### src/rtl/branch_ctrl.sv
// Decode-stage zero-compare branch sequencer: waits for RD1, resolves the six single-operand
// branch types, issues the fetch redirect and covers the delay slot. Keeps taken/not-taken stats.
module branch_ctrl #(
  parameter int unsigned WAIT_LIMIT = 8,
  parameter int unsigned CNT_W      = 16
) (
  input  logic             clk,
  input  logic             reset,
  input  logic             br_valid,
  input  logic [2:0]       br_type,
  input  logic [31:0]      br_target,
  input  logic             opnd_ready,
  input  logic [1:0]       br_judge,
  output logic             stall,
  output logic             br_done,
  output logic             redirect_valid,
  output logic [31:0]      redirect_pc,
  output logic             slot_active,
  output logic             timeout,
  output logic [CNT_W-1:0] taken_cnt,
  output logic [CNT_W-1:0] nt_cnt
);

  localparam int unsigned WW = (WAIT_LIMIT > 1) ? $clog2(WAIT_LIMIT) : 1;

  typedef enum logic [1:0] {StIdle, StWait, StResolve, StSlot} state_e;

  state_e           state_q;
  logic [2:0]       type_q;
  logic [1:0]       judge_q;
  logic [31:0]      target_q;
  logic [WW-1:0]    wait_cnt_q;
  logic             br_done_q;
  logic             redirect_valid_q;
  logic             slot_active_q;
  logic             timeout_q;
  logic [CNT_W-1:0] taken_cnt_q;
  logic [CNT_W-1:0] nt_cnt_q;

  // Judge code 11 (invalid or forced by timeout) never takes.
  function automatic logic is_taken(input logic [2:0] t, input logic [1:0] j);
    logic res;
    res = 1'b0;
    if (j != 2'b11) begin
      case (t)
        3'b000:  res = (j == 2'b00);
        3'b001:  res = (j == 2'b01) || (j == 2'b10);
        3'b010:  res = (j == 2'b00) || (j == 2'b10);
        3'b011:  res = (j == 2'b01);
        3'b100:  res = (j == 2'b10);
        3'b101:  res = (j == 2'b00) || (j == 2'b01);
        default: res = 1'b0;
      endcase
    end
    return res;
  endfunction

  always_ff @(posedge clk or negedge reset) begin
    if (!reset) begin
      state_q          <= StIdle;
      type_q           <= '0;
      judge_q          <= '0;
      target_q         <= '0;
      wait_cnt_q       <= '0;
      br_done_q        <= 1'b0;
      redirect_valid_q <= 1'b0;
      slot_active_q    <= 1'b0;
      timeout_q        <= 1'b0;
      taken_cnt_q      <= '0;
      nt_cnt_q         <= '0;
    end else begin
      br_done_q        <= 1'b0;
      redirect_valid_q <= 1'b0;
      slot_active_q    <= 1'b0;
      case (state_q)
        StIdle: begin
          if (br_valid) begin
            type_q   <= br_type;
            target_q <= br_target;
            if (opnd_ready) begin
              judge_q          <= br_judge;
              state_q          <= StResolve;
              br_done_q        <= 1'b1;
              redirect_valid_q <= is_taken(br_type, br_judge);
            end else begin
              wait_cnt_q <= '0;
              state_q    <= StWait;
            end
          end
        end
        StWait: begin
          if (opnd_ready) begin
            judge_q          <= br_judge;
            state_q          <= StResolve;
            br_done_q        <= 1'b1;
            redirect_valid_q <= is_taken(type_q, br_judge);
          end else if (wait_cnt_q == WW'(WAIT_LIMIT - 1)) begin
            judge_q   <= 2'b11;
            timeout_q <= 1'b1;
            state_q   <= StResolve;
            br_done_q <= 1'b1;
          end else begin
            wait_cnt_q <= wait_cnt_q + WW'(1);
          end
        end
        StResolve: begin
          if (is_taken(type_q, judge_q)) begin
            if (taken_cnt_q != {CNT_W{1'b1}}) taken_cnt_q <= taken_cnt_q + CNT_W'(1);
            slot_active_q <= 1'b1;
            state_q       <= StSlot;
          end else begin
            if (nt_cnt_q != {CNT_W{1'b1}}) nt_cnt_q <= nt_cnt_q + CNT_W'(1);
            state_q <= StIdle;
          end
        end
        StSlot:  state_q <= StIdle;
        default: state_q <= StIdle;
      endcase
    end
  end

  // RESOLVE never stalls: br_done is always high there, so the branch retires that cycle.
  assign stall          = ((state_q == StIdle) && br_valid) || (state_q == StWait);
  assign br_done        = br_done_q;
  assign redirect_valid = redirect_valid_q;
  assign redirect_pc    = target_q;
  assign slot_active    = slot_active_q;
  assign timeout        = timeout_q;
  assign taken_cnt      = taken_cnt_q;
  assign nt_cnt         = nt_cnt_q;

endmodule
### config.mk
export PLATFORM = sky130hd
export DESIGN_NAME = branch_ctrl
export DESIGN_NICKNAME = d
export VERILOG_FILES = /design/src/rtl/branch_ctrl.sv
export SDC_FILE = /design/constraint.sdc
export NUM_CORES = 1
export LEC_CHECK = 0
export ABC_CLOCK_PERIOD_IN_PS = 3900
export BUFFER_PORTS_ARGS = -buffer_cell sky130_fd_sc_hd__buf_2
export CAP_MARGIN = 20
export CORE_MARGIN = 5
export CORE_UTILIZATION = 55
export DETAILED_ROUTE_END_ITERATION = 10
export GPL_TIMING_DRIVEN = 0
export HOLD_SLACK_MARGIN = 0.02
export PLACE_DENSITY_LB_ADDON = 0.25
export SYNTH_ARGS = -nofsm -noshare
export SYNTH_HDL_FRONTEND = slang
export SYNTH_SLANG_ARGS = --single-unit
### constraint.sdc
create_clock -name clk -period 3.9 [get_ports clk]
set_input_delay 0.78 -clock clk [delete_from_list [all_inputs] [get_ports clk]]
set_output_delay 0.78 -clock clk [all_outputs]
set_load 0.05 [all_outputs]
==> impl_results.md, run 1 <==
- Outcome: complete, no violations
- Worst path top cell family by delay: simple AND/OR/NAND/NOR gates
- RSZ-0062 raised after global routing: no
- Post-synth EDFFs: 0
- Register area: 1950 um2
- Core area: 6460 um2
- Top cell type's share of synthesized area: 0.528
- Clock-pin slew on the worst setup and hold paths: 80 ps
- Synth Cell Area: 3690 um2
- Sum Neg Setup Slack: 0 ps
- Setup-failing EPs final: 0
- Worst slew margin: 0.441
- Synth Net Count: 359
- Worst slew pin tran: 832 ps
- CP Launch Type: flip-flop
- Chip Height: 92.0 um
- Synth cell types: 45
- Worst-Skew Late Latency: 340 ps
- Dominant synthesized flop cell: dfrtp_1
- Largest net degree at the start of global routing: 69
- I/O pin total: 110
- Die Area: 8450 um2
- Final WL: 7990 um
- # DRC: 0
- Synthesized area per cell: 12.1 um2
- Leak: 2.27 nW
- Total congestion overflow: 0
- Worst hold path class: input pin to asynchronous set/reset pin
- # clock sinks: 78
- Yosys warnings: 0
- PortBufs: 109
- Chip width: 92.0 um
- HPWL after detailed placement: 5750 um
- WP data arrival: 2730 ps
- CTS tree: done
- Final Hold Vio Count: 0
- Post-route ant nets: 0
- WHS: 276 ps
- Initial DRT Pass Iterations: 4
- FP Rows: 29
- Pre-CTS WS: 1320 ps
- Layout cells sized above 1: 0.415
- Filler cell count: 481
- TritonCTS buffer count: 9
- First-pass GRT wire length: 13600 um
- Number of synthesized register bits: 78
- Final net count: 480
- Critical Setup Path Class: flip-flop to flip-flop
- Worst path most repeated cell: nor4_2
- Crit-path cells: inv_1 -> ha_1 -> mux2i_1 -> nor4_2 -> nor4_2 -> buf_2 -> nand4_1 -> xnor2_1
- CP max FO: 10
- Antenna Cells: 0
- Global placer's final weighted congestion: 0.826
- Seq/Total Area, Yosys: 0.528
- Top cell type by total area after synthesis: dfrtp_1
- Initial antenna violation count: 0
- Maxcap violations: 0
- Final worst setup slack: 1390 ps
- Synth area leaders: dfrtp_1 (53%), mux2_2 (13%), ha_1 (4.1%)
- Final Skew: 15.6 ps
- Initial Utilization: 0.572
- Fin util: 0.710
- Critical-path top delay cell: nor4_2
- # Post-CTS Setup Buffers: 0
- Async SR Flop Fraction: 1.00
- Worst path buffer plus inverter count: 2
- Flop-to-flop setup slack: 1390 ps
- Hold-fix buffers at CTS: 0
- Pwr Density: 824 nW/um2
- Commonest non-fill, non-tap cells in the layout: buf_2 (110), dfrtp_1 (78), mux2_2 (42)
- Slew Limit Fails: 0
- Nature of the critical path endpoint: flip-flop
- H-tree depth: 3
- P&R area growth vs syn: 24.2%
- Vias in the first global route: 2806
- Via density: 5.43
- WL per Instance: 15.7 um
- GRT Util Overall: 0.200
- Via count of the routed design: 2760
- CP peak stage delay: 710 ps
- Multi-input gate area: 1660 um2
- Clock root cell: clkbuf_8
- Max Freq: 0.398 GHz
- Count of mapped cells out of synthesis: 306
- Worst VDD drop: 0.000587 V
- Most common cell after layout, fill and taps aside: buf_2
- Crit share post-route: 0.644
- Initial DRC Count: 97
- Worst path required time: 4120 ps
- Post-CTS Resized: 0
- Clk buf depth: 2
- Tmin final: 2510 ps
==> final timing paths <==
| check | start | end | cells past startpoint |
|---|---|---|---|
| max in group asynchronous | reset | nt_cnt[4]$_DFFE_PN0P_ | 2 |
| worst max-delay path | judge_q[0]$_DFFE_PN0P_ | nt_cnt[9]$_DFFE_PN0P_ | 8 |
| min in group clk | timeout$_DFFE_PN0P_ | timeout$_DFFE_PN0P_ | 1 |
| worst max register to register | judge_q[0]$_DFFE_PN0P_ | nt_cnt[9]$_DFFE_PN0P_ | 8 |
| worst min register to register | timeout$_DFFE_PN0P_ | timeout$_DFFE_PN0P_ | 1 |
| worst min-delay path | reset | redirect_valid$_DFF_PN0_ | 1 |
==> sequential cells by signal, summed over array words and instances (netlist names) <==
| signal | flops |
|---|---|
| redirect_valid | 1 |
| judge_q | 2 |
| nt_cnt | 16 |
| timeout | 1 |
| wait_cnt_q | 3 |
| type_q | 3 |
| br_done | 1 |
| redirect_pc | 32 |
| state_q | 2 |
| slot_active | 1 |
| taken_cnt | 16 |
==> worst register-to-register path, stage by stage (launching register included) <==
cell	delay, ps
dfrtp_1	410
inv_1	90
ha_1	290
mux2i_1	170
nor4_2	90
nor4_2	710
buf_2	350
nand4_1	120
xnor2_1	150
==> cells by family after synthesis <==
kind of cell             share of synthesized area
buffers and inverters                       0.0210
XOR/XNOR                                    0.0569
AO/OA/AOI/OAI                               0.0562
adder cells (fa/ha/maj)                     0.0406
AND/OR/NAND/NOR                              0.166
flip-flops                                   0.528
multiplexers                                 0.131
==> report_power, final <==
group	total (mW)	leakage (nW)	switching (mW)	internal, mW
clock	0.676	0.109	0.284	0.393
sequential	1.27	0.989	0.187	1.08
combinational	1.84	1.17	1.30	0.542
total	3.78	2.27	1.77	2.02
==> synth_stat cells (5+ instances only) <==
library cell	number
dfrtp_1	78
mux2_2	42
nand2_1	21
nand3_1	15
nor2_1	13
ha_1	12
xnor2_1	12
xor2_1	12
and3_1	9
nor3_1	9
inv_1	8
nand4_1	8
o21ai_0	8
a21oi_1	7
nor3b_1	5
==> final cells by class <==
type                    instances  share of cell area
well taps                      77              0.0210
multi-input cells             211               0.363
inverters                       8             0.00654
repair buffers                110               0.125
flip-flops and latches         78               0.425
clock inverters                 3              0.0147
plain buffers                   9              0.0104
clock buffers                  12              0.0338
==> through the flow <==
step                      total power, mW  cells  area, um2
after global placement               3.07    492       4340
after global routing                 3.99    508       4590
after detailed placement             3.12    493       4370
after floorplan                      2.68    306       3690
final                                3.78    508       4590
after CTS                            3.81    508       4590
==> routing by layer <==
layer	GRT usage	up-vias	part of all wire
met5	0	-	0
met4	0.0978	0	0.031
met3	0.0548	21	0.068
met2	0.311	102	0.47
met1	0.258	1309	0.43
li1	-	1328	-
Power figures use the tool's default switching activity.
==> run 2: changes to the inputs <==
--- a/config.mk
+++ b/config.mk
@@ -5,11 +5,12 @@
 export SDC_FILE = /design/constraint.sdc
 export NUM_CORES = 1
 export LEC_CHECK = 0
-export ABC_CLOCK_PERIOD_IN_PS = 3900
+export ABC_AREA = 1
+export ABC_CLOCK_PERIOD_IN_PS = 2600
 export BUFFER_PORTS_ARGS = -buffer_cell sky130_fd_sc_hd__buf_2
 export CAP_MARGIN = 20
 export CORE_MARGIN = 5
-export CORE_UTILIZATION = 55
+export CORE_UTILIZATION = 53
 export DETAILED_ROUTE_END_ITERATION = 10
 export GPL_TIMING_DRIVEN = 0
 export HOLD_SLACK_MARGIN = 0.02
==> constraint.sdc (replaced) <==
create_clock -name clk -period 2.6 [get_ports clk]
set_input_delay 0.52 -clock clk [delete_from_list [all_inputs] [get_ports clk]]
set_output_delay 0.52 -clock clk [all_outputs]
set_load 0.05 [all_outputs]
==> impl_results.md, run 2 <==
- WP data arrival: 1660 ps (was 2730 ps)
- Global placer's final weighted congestion: 0.888 (was 0.826)
- Maxcap violations: 0 (unchanged)
- Outcome: complete, no violations (unchanged)
- CTS tree: done (unchanged)
- Top cell type's share of synthesized area: 0.468 (was 0.528)
- Antenna Cells: 0 (unchanged)
- Sum Neg Setup Slack: 0 ps (unchanged)
- Chip Height: 98.7 um (was 92.0 um)
- Total congestion overflow: 0 (unchanged)
- Worst-Skew Late Latency: 360 ps (was 340 ps)
- FP Rows: 32 (was 29)
- Combinational power share: 0.511 (was 0.486)
- Async SR Flop Fraction: 1.00 (unchanged)
- Synthesized area per cell: 8.95 um2 (was 12.1 um2)
- H-tree depth: 3 (unchanged)
- Crit-path cells: nor2_1 -> nand2_1 -> clkbuf_1 -> nand2_1 -> buf_2 (was inv_1 -> ha_1 -> mux2i_1 -> nor4_2 -> nor4_2 -> buf_2 -> nand4_1 -> xnor2_1)
- GRT Max-Usage Layer: met2 (unchanged)
- Critical-path top delay cell: dfrtp_1 (was nor4_2)
- Clk buf depth: 2 (unchanged)
- HPWL after detailed placement: 7000 um (was 5750 um)
- CP Launch Type: flip-flop (unchanged)
- Via count of the routed design: 3553 (was 2760)
- Die Area: 9740 um2 (was 8450 um2)
- Worst path most repeated cell: nand2_1 (was nor4_2)
- Top cell type by total area after synthesis: dfrtp_1 (unchanged)
- GRT met1 Usage: 0.242 (was 0.258)
- M2 GR Usage: 0.332 (was 0.311)
- Worst path required time: 2080 ps (was 4120 ps)
- Leak: 2.67 nW (was 2.27 nW)
- Final Skew: 7.71 ps (was 15.6 ps)
- Share of power burned in registers: 0.307 (was 0.335)
- Synth Net Count: 519 (was 359)
- Worst hold path class: input pin to asynchronous set/reset pin (unchanged)
- Initial antenna violation count: 0 (unchanged)
- Crit share post-route: 0.839
- CP max FO: 10 (unchanged)
- Worst path top cell family by delay: buffers and inverters (was simple AND/OR/NAND/NOR gates)
- # Post-CTS Setup Buffers: 0 (unchanged)
- Tmin final: 2180 ps
- Post-CTS Resized: 0 (unchanged)
- P&R area growth vs syn: 22.5% (was 24.2%)
- Count of mapped cells out of synthesis: 466 (was 306)
- Worst slew pin tran: 495 ps (was 832 ps)
- Critical Setup Path Class: flip-flop to output port (was flip-flop to flip-flop)
- PortBufs: 109 (unchanged)
- Synth cell count leaders: nand2_1 (146), dfrtp_1 (78), inv_1 (36), nor2_1 (33), mux2_2 (32) (was dfrtp_1 (78), mux2_2 (42), nand2_1 (21), nand3_1 (15), nor2_1 (13))
- Number of flip-flops in the largest register: 32 (unchanged)
- Synth Cell Area: 4170 um2 (was 3690 um2)
- Vias in the first global route: 3595 (was 2806)
- Nature of the critical path endpoint: output port (was flip-flop)
- Synth area leaders: dfrtp_1 (47%), nand2_1 (13%), mux2_2 (8.6%) (was dfrtp_1 (53%), mux2_2 (13%), ha_1 (4.1%))
- Dominant synthesized flop cell: dfrtp_1 (unchanged)
- First-pass GRT wire length: 16000 um (was 13600 um)
- Final WL: 9140 um (was 7990 um)
- Final net count: 640 (was 480)
- Initial DRT Pass Iterations: 4 (unchanged)
- Max Freq: 0.459 GHz
- I/O pin total: 110 (unchanged)
- Power Total: 6.10 mW (was 3.78 mW)
- Core area: 7690 um2 (was 6460 um2)
- # clock sinks: 78 (unchanged)
- WL per Instance: 13.2 um (was 15.7 um)
- Internal: 3.14 mW (was 2.02 mW)
- Commonest non-fill, non-tap cells in the layout: nand2_1 (146), buf_2 (115), dfrtp_1 (78) (was buf_2 (110), dfrtp_1 (78), mux2_2 (42))
- CP peak stage delay: 400 ps (was 710 ps)
- Post-synth EDFFs: 0 (unchanged)
- Pwr Density: 1190 nW/um2 (was 824 nW/um2)
- Post-route ant nets: 0 (unchanged)
- Most common cell after layout, fill and taps aside: nand2_1 (was buf_2)
- Chip width: 98.7 um (was 92.0 um)
- Initial Utilization: 0.542 (was 0.572)
- # DRC: 0 (unchanged)
- TritonCTS buffer count: 9 (unchanged)
- Layout cells sized above 1: 0.316 (was 0.415)
- Clock power share: 0.182 (was 0.179)
- P_sw: 2.96 mW (was 1.77 mW)
- Yosys warnings: 0 (unchanged)
- Top-count cell post-synth: nand2_1 (was dfrtp_1)
- Synth cell types: 28 (was 45)
- Setup-failing EPs final: 0 (unchanged)
- Clock root cell: clkbuf_8 (unchanged)
- Worst slew margin: 0.669 (was 0.441)
- RSZ-0062 raised after global routing: no (unchanged)
- Switching Fraction: 0.485 (was 0.467)
- Clock-pin slew on the worst setup and hold paths: 80 ps (about the same)
- Global-route track usage on met3: 0.0750 (was 0.0548)
- Final Hold Vio Count: 0 (unchanged)
- Number of synthesized register bits: 78 (unchanged)
- Slew Limit Fails: 0 (unchanged)
- Largest net degree at the start of global routing: 43 (was 69)
- Hold-fix buffers at CTS: 0 (unchanged)
- Initial DRC Count: 89 (was 97)
- Seq/Total Area, Yosys: 0.468 (was 0.528)
- Worst path buffer plus inverter count: 2 (unchanged)
- WHS: 113 ps (was 276 ps)
- Via density: 5.12 (was 5.43)
- GRT Util Overall: 0.199 (was 0.200)
- Worst VDD drop: 0.000862 V (was 0.000587 V)
## run 2: cell count changes after synthesis, sizes merged, moves of 9 or more
cell and delta:
and3 -9, nand2 +127, nand3 +10, mux2 -10, nand4 +19, inv +30
nor2 +27
## run 2: worst register-to-register path, cell delays in order (launching register included)
cell,delay (ps)
dfrtp_1,430
ha_1,230
nand3_1,170
nor2_2,190
nand4_1,250
nand2_1,190
nor2_4,80
buf_6,160
nand2_1,60
nand2_1,50
## run 2: logic make-up (layout without fill, tap and decap cells)
kind of cell,Yosys count,after routing,share of synthesized area
and+or+nand+nor,248,248,0.271
DFF,78,78,0.468
buffers and inverters,51,177,0.0570
muxes,32,32,0.0864
xor gates and xnor gates,24,24,0.0504
AOI/OAI and AO/OA,21,21,0.0309
adders and majority gates,12,12,0.0360
## run 2: per-stage QoR
stage / std cells / util / cell area, um2 / setup WS [ps]
floorplan: 466 / - / 4170 / 605
global placement: 677 / 0.630 / 4840 / 472
detailed placement: 678 / 0.633 / 4860 / 647
CTS: 694 / 0.665 / 5110 / 392
global route: 694 / 0.665 / 5110 / 264
finish: 694 / 0.665 / 5110 / 420
## run 2: worst paths after layout
kind / slack, ps / from / cells after the start / endpoint
setup / recovery: 420 / state_q[0]$_DFFE_PN0P_ / 5 / stall
hold / removal: 110 / reset / 1 / taken_cnt[10]$_DFFE_PN0P_
setup reg to reg: 680 / nt_cnt[0]$_DFFE_PN0P_ / 9 / nt_cnt[8]$_DFFE_PN0P_
hold reg to reg: 450 / timeout$_DFFE_PN0P_ / 1 / timeout$_DFFE_PN0P_
max in group asynchronous: 1910 / reset / 2 / redirect_pc[3]$_DFFE_PN0P_
min in group clk: 390 / br_target[25] / 2 / redirect_pc[25]$_DFFE_PN0P_
## run 2: power groups by stage
stage | sequential (mW) | combinational, mW | clock, mW
detailed placement | 1.89 | 3.14 | 0
global route | 1.93 | 3.35 | 1.20
CTS | 1.87 | 3.15 | 1.13
floorplan | 3.02 | 1.27 | 0
finish | 1.87 | 3.12 | 1.11
global placement | 1.87 | 3.08 | 0
## run 2: per-layer routing
layer	vias to the layer above	share of wire	wire length, um
met5	-	0	0
met4	0	0.011	101
met3	9	0.087	794
met2	109	0.49	4440
met1	1677	0.42	3810
li1	1758	-	-
## run 2: cell type report
class | count | area (um2)
Clock inverter | 7 | 120
Timing Repair Buffer | 110 | 568
Tap cell | 102 | 128
Buffer | 13 | 95.1
Fill cell | 634 | 2580
Inverter | 38 | 143
Clock buffer | 9 | 124
Multi-Input combinational cell | 337 | 1980
Sequential cell | 78 | 1950
